===== src/rtl/dram_gate_pkg.sv =====
// Shared types for the DRAM traffic gate: FSM states, state_o codes and
// the default AXI request/response structs used at the gate boundary.
package dram_gate_pkg;

  typedef enum logic [2:0] {
    WAIT_CALIB = 3'd0,
    RUN        = 3'd1,
    DRAIN      = 3'd2,
    SR_ENTER   = 3'd3,
    SR_HOLD    = 3'd4,
    SR_EXIT    = 3'd5
  } dram_gate_state_e;

  // Externally visible state codes; the three self-refresh phases share one code.
  localparam logic [1:0] ENC_WAIT_CALIB = 2'd0;
  localparam logic [1:0] ENC_RUN        = 2'd1;
  localparam logic [1:0] ENC_DRAIN      = 2'd2;
  localparam logic [1:0] ENC_SR         = 2'd3;

  typedef struct packed {
    logic [3:0]  id;
    logic [31:0] addr;
    logic [7:0]  len;
  } dram_axi_ax_t;

  typedef struct packed {
    logic [31:0] data;
    logic        last;
  } dram_axi_w_t;

  typedef struct packed {
    logic [3:0] id;
  } dram_axi_b_t;

  typedef struct packed {
    logic [3:0]  id;
    logic [31:0] data;
    logic        last;
  } dram_axi_r_t;

  typedef struct packed {
    dram_axi_ax_t aw;
    logic         aw_valid;
    dram_axi_w_t  w;
    logic         w_valid;
    logic         b_ready;
    dram_axi_ax_t ar;
    logic         ar_valid;
    logic         r_ready;
  } dram_axi_req_t;

  typedef struct packed {
    logic        aw_ready;
    logic        ar_ready;
    logic        w_ready;
    dram_axi_b_t b;
    logic        b_valid;
    dram_axi_r_t r;
    logic        r_valid;
  } dram_axi_rsp_t;

endpackage


===== src/rtl/dram_gate_txn_cnt.sv =====
// Saturation-checked up/down transaction counter with full/empty flags.
// Coincident inc and dec cancel; wrapping is treated as an upstream bug.
module dram_gate_txn_cnt #(
  parameter int unsigned Max = 8
) (
  input  logic clk,
  input  logic rst_n,
  input  logic inc,
  input  logic dec,
  output logic full,
  output logic empty
);

  localparam int unsigned CntW = $clog2(Max + 1);
  localparam logic [CntW-1:0] MaxVal = CntW'(Max);

  logic [CntW-1:0] cnt_reg;

  // Count accepted requests up and retired ones down.
  always_ff @(posedge clk or negedge rst_n) begin
    if (!rst_n) begin
      cnt_reg <= '0;
    end else if (inc && !dec) begin
      cnt_reg <= cnt_reg + 1'b1;
    end else if (dec && !inc) begin
      cnt_reg <= cnt_reg - 1'b1;
    end
  end

  assign full  = (cnt_reg == MaxVal);
  assign empty = (cnt_reg == '0);

  a_no_overflow : assert property (@(posedge clk) disable iff (!rst_n) !(inc && !dec && full));
  a_no_underflow : assert property (@(posedge clk) disable iff (!rst_n) !(dec && !inc && empty));

endmodule


===== src/rtl/dram_traffic_gate.sv =====
// Gates AXI traffic into the DRAM controller: blocks AW/AR until calibration,
// bounds outstanding reads/writes, and drains traffic before self-refresh.
module dram_traffic_gate
  import dram_gate_pkg::*;
#(
  parameter int unsigned MaxTxns      = 8,
  parameter int unsigned CalibTimeout = 2**20,
  parameter int unsigned SyncStages   = 3,
  parameter type         axi_req_t    = dram_gate_pkg::dram_axi_req_t,
  parameter type         axi_rsp_t    = dram_gate_pkg::dram_axi_rsp_t
) (
  input  logic       clk_i,
  input  logic       rst_ni,
  input  axi_req_t   slv_req_i,
  output axi_rsp_t   slv_rsp_o,
  output axi_req_t   mst_req_o,
  input  axi_rsp_t   mst_rsp_i,
  input  logic       calib_done_i,
  input  logic       sr_req_i,
  output logic       app_sr_req_o,
  input  logic       sr_active_i,
  output logic [1:0] state_o,
  output logic       calib_timeout_o
);

  localparam int unsigned TmoW = (CalibTimeout > 0) ? $clog2(CalibTimeout + 1) : 1;
  localparam logic [TmoW-1:0] TmoMax  = TmoW'(CalibTimeout);
  localparam logic [TmoW-1:0] TmoLast = TmoW'((CalibTimeout > 0) ? CalibTimeout - 1 : 0);

  dram_gate_state_e state_reg;
  logic [1:0]       state_code_reg;
  logic             app_sr_req_reg;

  logic [SyncStages-1:0] calib_sync_reg, calib_sync_d;
  logic [SyncStages-1:0] sra_sync_reg, sra_sync_d;
  logic                  calib_sync, sra_sync;

  logic            ar_hold_reg, aw_hold_reg;
  logic            ar_open, aw_open, w_open;
  logic            ar_hs, aw_hs, w_last_hs, r_last_hs, b_hs;
  logic            rd_full, rd_empty, wr_full, wr_empty, w_owed_full, w_owed_empty;
  logic [TmoW-1:0] tmo_cnt_reg;
  logic            calib_timeout_reg;

  // Synchronizer chains: stage 0 samples the async input, later stages shift.
  for (genvar gi = 0; gi < SyncStages; gi++) begin : g_sync
    if (gi == 0) begin : g_head
      assign calib_sync_d[gi] = calib_done_i;
      assign sra_sync_d[gi]   = sr_active_i;
    end else begin : g_tail
      assign calib_sync_d[gi] = calib_sync_reg[gi-1];
      assign sra_sync_d[gi]   = sra_sync_reg[gi-1];
    end
  end

  // Advance both synchronizer chains.
  always_ff @(posedge clk_i or negedge rst_ni) begin
    if (!rst_ni) begin
      calib_sync_reg <= '0;
      sra_sync_reg   <= '0;
    end else begin
      calib_sync_reg <= calib_sync_d;
      sra_sync_reg   <= sra_sync_d;
    end
  end

  assign calib_sync = calib_sync_reg[SyncStages-1];
  assign sra_sync   = sra_sync_reg[SyncStages-1];

  // A request already presented downstream stays open until it handshakes,
  // regardless of later state or counter changes.
  assign ar_open = ((state_reg == RUN) && !rd_full) || ar_hold_reg;
  assign aw_open = ((state_reg == RUN) && !wr_full) || aw_hold_reg;

  assign ar_hs = slv_req_i.ar_valid && mst_rsp_i.ar_ready && ar_open;
  assign aw_hs = slv_req_i.aw_valid && mst_rsp_i.aw_ready && aw_open;

  // W data may only follow an address that is accepted now or earlier.
  assign w_open    = !w_owed_empty || aw_hs;
  assign w_last_hs = slv_req_i.w_valid && mst_rsp_i.w_ready && w_open && slv_req_i.w.last;
  assign r_last_hs = mst_rsp_i.r_valid && slv_req_i.r_ready && mst_rsp_i.r.last;
  assign b_hs      = mst_rsp_i.b_valid && slv_req_i.b_ready;

  // Pass everything through, overriding only the gated valid/ready pairs.
  always_comb begin
    mst_req_o          = slv_req_i;
    mst_req_o.ar_valid = slv_req_i.ar_valid && ar_open;
    mst_req_o.aw_valid = slv_req_i.aw_valid && aw_open;
    mst_req_o.w_valid  = slv_req_i.w_valid && w_open;
    slv_rsp_o          = mst_rsp_i;
    slv_rsp_o.ar_ready = mst_rsp_i.ar_ready && ar_open;
    slv_rsp_o.aw_ready = mst_rsp_i.aw_ready && aw_open;
    slv_rsp_o.w_ready  = mst_rsp_i.w_ready && w_open;
  end

  // Remember address requests that were offered downstream but not yet taken.
  always_ff @(posedge clk_i or negedge rst_ni) begin
    if (!rst_ni) begin
      ar_hold_reg <= 1'b0;
      aw_hold_reg <= 1'b0;
    end else begin
      ar_hold_reg <= mst_req_o.ar_valid && !mst_rsp_i.ar_ready;
      aw_hold_reg <= mst_req_o.aw_valid && !mst_rsp_i.aw_ready;
    end
  end

  dram_gate_txn_cnt #(.Max(MaxTxns)) u_rd_cnt (
    .clk(clk_i), .rst_n(rst_ni), .inc(ar_hs), .dec(r_last_hs), .full(rd_full), .empty(rd_empty)
  );

  dram_gate_txn_cnt #(.Max(MaxTxns)) u_wr_cnt (
    .clk(clk_i), .rst_n(rst_ni), .inc(aw_hs), .dec(b_hs), .full(wr_full), .empty(wr_empty)
  );

  dram_gate_txn_cnt #(.Max(MaxTxns)) u_w_owed (
    .clk(clk_i), .rst_n(rst_ni), .inc(aw_hs), .dec(w_last_hs), .full(w_owed_full), .empty(w_owed_empty)
  );

  // Calibration watchdog: counts only while waiting, flag is sticky until reset.
  always_ff @(posedge clk_i or negedge rst_ni) begin
    if (!rst_ni) begin
      tmo_cnt_reg       <= '0;
      calib_timeout_reg <= 1'b0;
    end else if (state_reg == WAIT_CALIB) begin
      if (tmo_cnt_reg != TmoMax) begin
        tmo_cnt_reg <= tmo_cnt_reg + 1'b1;
      end
      if ((CalibTimeout != 0) && (tmo_cnt_reg == TmoLast)) begin
        calib_timeout_reg <= 1'b1;
      end
    end else begin
      tmo_cnt_reg <= '0;
    end
  end

  // Main sequencer: calibration, run, drain and the app_sr handshake.
  // Drain completes only when no address request is still parked downstream.
  always_ff @(posedge clk_i or negedge rst_ni) begin
    if (!rst_ni) begin
      state_reg      <= WAIT_CALIB;
      state_code_reg <= ENC_WAIT_CALIB;
      app_sr_req_reg <= 1'b0;
    end else begin
      case (state_reg)
        WAIT_CALIB: begin
          if (calib_sync) begin
            state_reg      <= RUN;
            state_code_reg <= ENC_RUN;
          end
        end
        RUN: begin
          if (!calib_sync) begin
            state_reg      <= WAIT_CALIB;
            state_code_reg <= ENC_WAIT_CALIB;
          end else if (sr_req_i) begin
            state_reg      <= DRAIN;
            state_code_reg <= ENC_DRAIN;
          end
        end
        DRAIN: begin
          if (!calib_sync) begin
            state_reg      <= WAIT_CALIB;
            state_code_reg <= ENC_WAIT_CALIB;
          end else if (!sr_req_i) begin
            state_reg      <= RUN;
            state_code_reg <= ENC_RUN;
          end else if (rd_empty && wr_empty && w_owed_empty && !ar_hold_reg && !aw_hold_reg) begin
            state_reg      <= SR_ENTER;
            state_code_reg <= ENC_SR;
            app_sr_req_reg <= 1'b1;
          end
        end
        SR_ENTER: begin
          if (sra_sync) begin
            state_reg <= SR_HOLD;
          end
        end
        SR_HOLD: begin
          if (!sr_req_i) begin
            state_reg      <= SR_EXIT;
            app_sr_req_reg <= 1'b0;
          end
        end
        SR_EXIT: begin
          if (!sra_sync) begin
            state_reg      <= RUN;
            state_code_reg <= ENC_RUN;
          end
        end
        default: begin
          state_reg      <= WAIT_CALIB;
          state_code_reg <= ENC_WAIT_CALIB;
          app_sr_req_reg <= 1'b0;
        end
      endcase
    end
  end

  assign state_o         = state_code_reg;
  assign app_sr_req_o    = app_sr_req_reg;
  assign calib_timeout_o = calib_timeout_reg;

endmodule

===== config.mk =====
export PLATFORM = sky130hd
export DESIGN_NAME = dram_traffic_gate
export DESIGN_NICKNAME = d
export VERILOG_FILES = /design/src/rtl/dram_gate_pkg.sv /design/src/rtl/dram_gate_txn_cnt.sv /design/src/rtl/dram_traffic_gate.sv
export SDC_FILE = /design/constraint.sdc
export NUM_CORES = 1
export LEC_CHECK = 0
export BUFFER_PORTS_ARGS = -buffer_cell sky130_fd_sc_hd__buf_2
export CAP_MARGIN = 30
export CORE_AREA = 2 2 138 140
export CTS_CLUSTER_DIAMETER = 200
export CTS_CLUSTER_SIZE = 24
export DETAILED_ROUTE_END_ITERATION = 16
export DIE_AREA = 0 0 140 142
export SETUP_SLACK_MARGIN = 0.3
export SYNTH_ARGS = -nofsm -noshare
export SYNTH_HDL_FRONTEND = slang
export SYNTH_SLANG_ARGS = --single-unit
export TNS_END_PERCENT = 10

===== constraint.sdc =====
create_clock -name clk_i -period 4.4 [get_ports clk_i]
set_clock_uncertainty 0.15 [all_clocks]
set_input_delay 0.44 -clock clk_i [delete_from_list [all_inputs] [get_ports clk_i]]
set_output_delay 0.44 -clock clk_i [all_outputs]
set_load 0.02 [all_outputs]

==> metrics.txt, run 1 <==
worst r2r src state_reg[0]; TritonCTS clock tree built; number of synthesized flops with an enable pin 0; Worst setup endpoint u_w_owed.cnt_reg[3]; CTS Buf Count 5; CP Class reg2reg; layout cell share with drive strength beyond 1 17.1%; full die area 0.0199 mm2; setup TNS 0 ns; row cnt 50; Worst Setup Start Kind flop; share of the synthesized area in the top cell type 32.6%; top cells by area, synth buf_4 33%, dfrtp_1 31%, xnor2_1 3.6%; max reg flops 21; Synth area leader buf_4; P&R area growth vs syn -16.7%; WL/cell 13.9 um; violated checks DRC; clock period minus worst slack 3.11 ns; Fillers 2038; Final GP Congestion 0.738; Mean Syn Cell Area 9.11 um2; Mapped Area 0.00385 mm2; worst reg-to-reg setup slack 1.29 ns; global-route total usage across every layer 7.27%; top_reg_cell synth dfrtp_1; IO Count 353; Final Cycle Share 70.7%; unrepaired setup endpoints after global routing false; final WL 7.32 mm; CP startpoint state_reg[0]; status complete, but fails checks; H-tree Lvls 2; Req. time, crit path 4.42 ns; commonest cells after routing, fill and taps aside 48 x dfrtp_1, 32 x buf_2, 28 x nor2_1, 16 x xnor2_1, 14 x nand3_1; DR DRC count 25; Nets 482; diode count 0; total of max-cap violations 0; chip height 142 um; cell count after placement 517; leakage 1.34 nW; Slew Limit Fails 0; final setup fails 0; first-pass GRT wire length 11.4 mm; number of antenna violations at the first check in global routing 0; PwrDens 538 mW/mm2; Root Buffer clkbuf_16; final worst slack 1.29 ns; Worst Reg-to-Reg Cells 13; Crit Path Max Fanout 15; HP Class in2reg; critical path capture point type flop; post-synthesis async set-or-reset flop share 100%; Finished Cell Area 0.00321 mm2; Synth Net Count 613; Routed Antenna Nets 0; non-filler cells, final 526; vias per cell 4.07; PostCTS Resize Cnt 0; Worst-Skew Late Latency 0.29 ns; sequential share of the synthesized area 31.2%; Max Fclk 321 MHz; maximum vdd drop 0.292 mV; RR Endpoint u_w_owed.cnt_reg[3]; largest net degree at the start of global routing 36; Syn. warnings 0; first-iteration detailed-routing DRC count 145; DP Area 0.00305 mm2; number of I/O port buffers 32; pre-CTS setup slack 1.28 ns; hpwl dp 5.68 mm; Hold Startpoint sr_active_i; worst path arrival time 3.13 ns; Initial Util 20.8%; Core Area 0.0185 mm2; commonest non-fill, non-tap cell in the layout dfrtp_1; Die Wd 140 um; Sink Count 48; Hold WS 0.114 ns; synth unique cells 50; Post-Syn Instances 422; grt ovf 0; number of global-route vias before repair 2138; clk slew on worst S/H paths 0.06 ns; Final Hold Viols 0; detailed-router iteration count before antenna repair 13; max_slew headroom 45.9%; vias 2140; clk buf depth 2; flops & latches, synth 48; worst slew pin tran 0.811 ns
## power by group
part | internal (W) | switching [W] | total, W
registers | 0.000538 | 0.000137 | 0.000675
clock network | 0.000226 | 0.000160 | 0.000387
logic | 0.000303 | 0.000361 | 0.000664
total | 0.00107 | 0.000658 | 0.00173
## Yosys cell counts, types with 2 or more instances
cell type and count:
buf_4 167, dfrtp_1 48, nor2_1 28, xnor2_1 16, nand3_1 14, nand2_1 13, xor2_1 12, a21oi_1 11
ha_1 11, inv_1 9, nor2b_1 8, o21ai_0 8, nor3_1 7, nor4_1 6, o21ai_1 6, a21o_1 4
clkbuf_1 4, or3_1 4, and3_1 3, and4_1 3, fa_1 3, mux2_2 3, nand2b_1 3, mux2i_1 2
nand4_1 2, nor4b_1 2, o21bai_1 2
## worst max-delay path, cell delays in order, from the launching register on
cell and delay [ns]:
dfrtp_1 0.56, nor3b_1 0.36, a21oi_2 0.16, o31a_1 0.28, nor2b_1 0.15, nand3_1 0.10
ha_1 0.21, inv_1 0.12, ha_1 0.24, a21o_1 0.17, a21oi_1 0.16, xnor2_1 0.13
nor2_1 0.06, xor2_1 0.14
## cells by family (layout without fill, tap and decap cells)
logic type / count (synthesis) / after routing / synth area share [%]
AO/OA/AOI/OAI: 41 / 41 / 6.54
XOR/XNOR: 28 / 28 / 6.38
adder cells (fa/ha/maj): 14 / 14 / 5.14
buffers and inverters: 182 / 52 / 34.1
flip-flops: 48 / 48 / 31.2
multiplexers: 5 / 5 / 1.40
AND/OR/NAND/NOR: 104 / 104 / 15.2
## timing repair
item / CTS / global route
endpoints found under the hold margin: 13 / 0
setup buffers: 0 / 0
hold buffers: 1 / 0
## metal layers
metal | global-route usage (%) | up-vias | share of wire, %
li1 | - | 965 | -
met4 | 8.29 | 0 | 6.6
met2 | 10.9 | 145 | 47
met3 | 3.53 | 52 | 12
met1 | 6.91 | 978 | 34
met5 | 0 | - | 0
## final cells by class
cell class / count / area (um2) / share of cell area (%)
flip-flops and latches: 48 / 1200 / 37.5
clock buffers: 7 / 143 / 4.45
clock inverters: 1 / 7.51 / 0.234
inverters: 10 / 37.5 / 1.17
repair buffers: 34 / 190 / 5.93
multi-input cells: 192 / 1330 / 41.6
well taps: 234 / 293 / 9.13
## metrics by stage
step / util [%] / total power [W]
final: 17.4 / 0.00173
after global routing: 17.4 / 0.00187
after CTS: 17.4 / 0.00175
after detailed placement: 16.5 / 0.00136
after global placement: 16.4 / 0.00134
after floorplan: - / 0.00139
## how the worst min path moves through the flow
stage / cells after the start / slack (ns) / endpoint
floorplan: 0 / -0.006 / app_sr_req_o
CTS: 1 / 0.11 / sra_sync_reg[0]
global route: 1 / 0.11 / calib_sync_reg[0]
global placement: 0 / 0.18 / sra_sync_reg[2]
finish: 1 / 0.11 / sra_sync_reg[0]
detailed placement: 0 / 0.19 / sra_sync_reg[2]
No activity file was read; power rests on OpenSTA's default activity.
==> run 2, diff against run 1 <==
--- a/config.mk
+++ b/config.mk
@@ -7,11 +7,11 @@
 export LEC_CHECK = 0
 export BUFFER_PORTS_ARGS = -buffer_cell sky130_fd_sc_hd__buf_2
 export CAP_MARGIN = 30
-export CORE_AREA = 2 2 138 140
+export CORE_AREA = 2 2 139 141
 export CTS_CLUSTER_DIAMETER = 200
 export CTS_CLUSTER_SIZE = 24
 export DETAILED_ROUTE_END_ITERATION = 16
-export DIE_AREA = 0 0 140 142
+export DIE_AREA = 0 0 141 143
 export SETUP_SLACK_MARGIN = 0.3
 export SYNTH_ARGS = -nofsm -noshare
 export SYNTH_HDL_FRONTEND = slang
==> constraint.sdc (replaced) <==
create_clock -name clk_i -period 3 [get_ports clk_i]
set_clock_uncertainty 0.15 [all_clocks]
set_input_delay 0.3 -clock clk_i [delete_from_list [all_inputs] [get_ports clk_i]]
set_output_delay 0.3 -clock clk_i [all_outputs]
set_load 0.02 [all_outputs]
==> run 2 against run 1 <==
Effect of this change:
- the run now ends clean
- via count increased by 1.9%
- utilization increased by 0.89 points
- critical path depth unchanged
- die area increased by 1.4%
- hold slack got worse by 0.077 ns
- sequential power increased by 42%
- clock-buffer cell count decreased by 2
- sequential share of layout area decreased by 2.0 points
- largest cell class unchanged
- highest routed layer unchanged
==> metrics.txt, run 2 (same netlist as run 1, synthesis figures left out) <==
status complete, no violations; Req. time, crit path 3.01 ns; hpwl dp 4.71 mm; chip height 143 um; Sink Count 48; WL/cell 12.1 um; TritonCTS clock tree built; setup TNS 0 ns; hold path depth 2; Final GP Congestion 0.809; Switching Share 38.3%; Die Wd 141 um; total of max-cap violations 0; final WL 6.51 mm; Final Hold Viols 0; Worst-Skew Late Latency 0.28 ns; Root Buffer clkbuf_16; max reg flops 21; commonest non-fill, non-tap cell in the layout dfrtp_1; vias 2180; H-tree Lvls 2; full die area 0.0202 mm2; Worst Setup Start Kind flop; Core Area 0.0186 mm2; P&R area growth vs syn -11.8%; final setup fails 0; maximum vdd drop 0.386 mV; number of I/O port buffers 32; Nets 494; first-iteration detailed-routing DRC count 85; HP Class in2reg; Internal Power 0.00169 W; row cnt 50; combinational power share 45.6%; detailed-router iteration count before antenna repair 4; Worst Reg-to-Reg Cells 13; Crit Path Max Fanout 3; clk slew on worst S/H paths 0.06 ns; clk buf depth 2; Fillers 2028; PwrDens 808 mW/mm2; critical path capture point type flop; worst path arrival time 2.76 ns; grt ovf 0; global-route total usage across every layer 6.44%; largest net degree at the start of global routing 34; Routed Antenna Nets 0; Reg power frac 34.9%; Slew Limit Fails 0; clock period minus worst slack 2.75 ns; number of antenna violations at the first check in global routing 0; CTS Buf Count 5; number of global-route vias before repair 2141; final worst slack 0.251 ns; Clk network pwr share 19.5%; unrepaired setup endpoints after global routing true; diode count 0; vias per cell 4.06; worst slew pin tran 0.753 ns; non-filler cells, final 537; CP Class reg2reg; leakage 1.41 nW; Switch Pwr 0.00105 W; pre-CTS setup slack 0.178 ns; Final Cycle Share 91.6%; Max Fclk 364 MHz; commonest cells after routing, fill and taps aside 46 x dfrtp_1, 32 x buf_2, 28 x nor2_1, 16 x xnor2_1; max_slew headroom 49.8%; cell count after placement 521; DR DRC count 0; layout cell share with drive strength beyond 1 25.4%; IO Count 353; first-pass GRT wire length 10.8 mm; Initial Util 20.7%
-- run 2: final timing paths --
kind	startpoint	endpoint	slack, ns
min in group asynchronous	rst_ni	u_wr_cnt.cnt_reg[2]	0.32
worst min-delay path	mst_rsp_i[44]	ar_hold_reg	0.04
worst min register to register	sra_sync_reg[0]	sra_sync_reg[1]	0.20
worst max register to register	u_wr_cnt.cnt_reg[2]	u_w_owed.cnt_reg[3]	0.25
max in group asynchronous	rst_ni	tmo_cnt_reg[6]	1.87
worst max-delay path	u_wr_cnt.cnt_reg[2]	u_w_owed.cnt_reg[3]	0.25
-- run 2: power groups by stage --
stage	sequential, W	combinational [W]	clock (W)
6_report	0.000957	0.00125	0.000535
5_1_grt	0.000979	0.00140	0.000578
4_1_cts	0.000931	0.00120	0.000552
3_5_place_dp	0.000957	0.00112	0
3_3_place_gp	0.000956	0.00110	0
2_1_floorplan	0.000942	0.00115	0
-- run 2: per-stage QoR --
step	util (%)	total power [W]	hold slack, ns	area (um2)
after floorplan	-	0.00209	-0.146	3890
after global placement	16.7	0.00205	0.183	3100
after detailed placement	16.8	0.00207	0.103	3120
after CTS	18.0	0.00269	0.0234	3340
after global routing	18.3	0.00296	0.0312	3390
final	18.3	0.00274	0.0373	3390
-- run 2: final cells by class --
cell class / count / area, um2 / area share [%]
multi-input cells: 192 / 1430 / 42.3
flip-flops and latches: 48 / 1200 / 35.5
well taps: 234 / 293 / 8.63
repair buffers: 46 / 285 / 8.41
clock buffers: 5 / 125 / 3.69
inverters: 10 / 40.0 / 1.18
clock inverters: 2 / 12.5 / 0.369
-- run 2: critical path, stage by stage, from the launching register on --
cell     delay (ns)
dfrtp_1        0.39
or4b_4         0.55
a21oi_4        0.17
o31a_1         0.23
nor2b_4        0.06
nand3_2        0.07
ha_4           0.14
inv_4          0.04
ha_4           0.20
a21o_1         0.16
a21oi_2        0.14
xnor2_1        0.13
nor2_1         0.06
xor2_1         0.13
-- run 2: what timing repair did --
action	4_1_cts	5_1_grt
pin swaps	6	5
endpoints found under the setup margin	3	5
setup buffers	5	1
hold buffers	3	0
resized for setup	4	9
hold endpoints to repair	17	0
-- run 2: routing by layer --
metal  track usage (%)  routed length [um]  vias to the layer above
met4              4.00                 298                        0
met2              9.58                2830                      133
li1                  -                   -                      991
met5                 0                   0                        -
met1              7.40                2650                     1003
met3              3.19                 728                       53
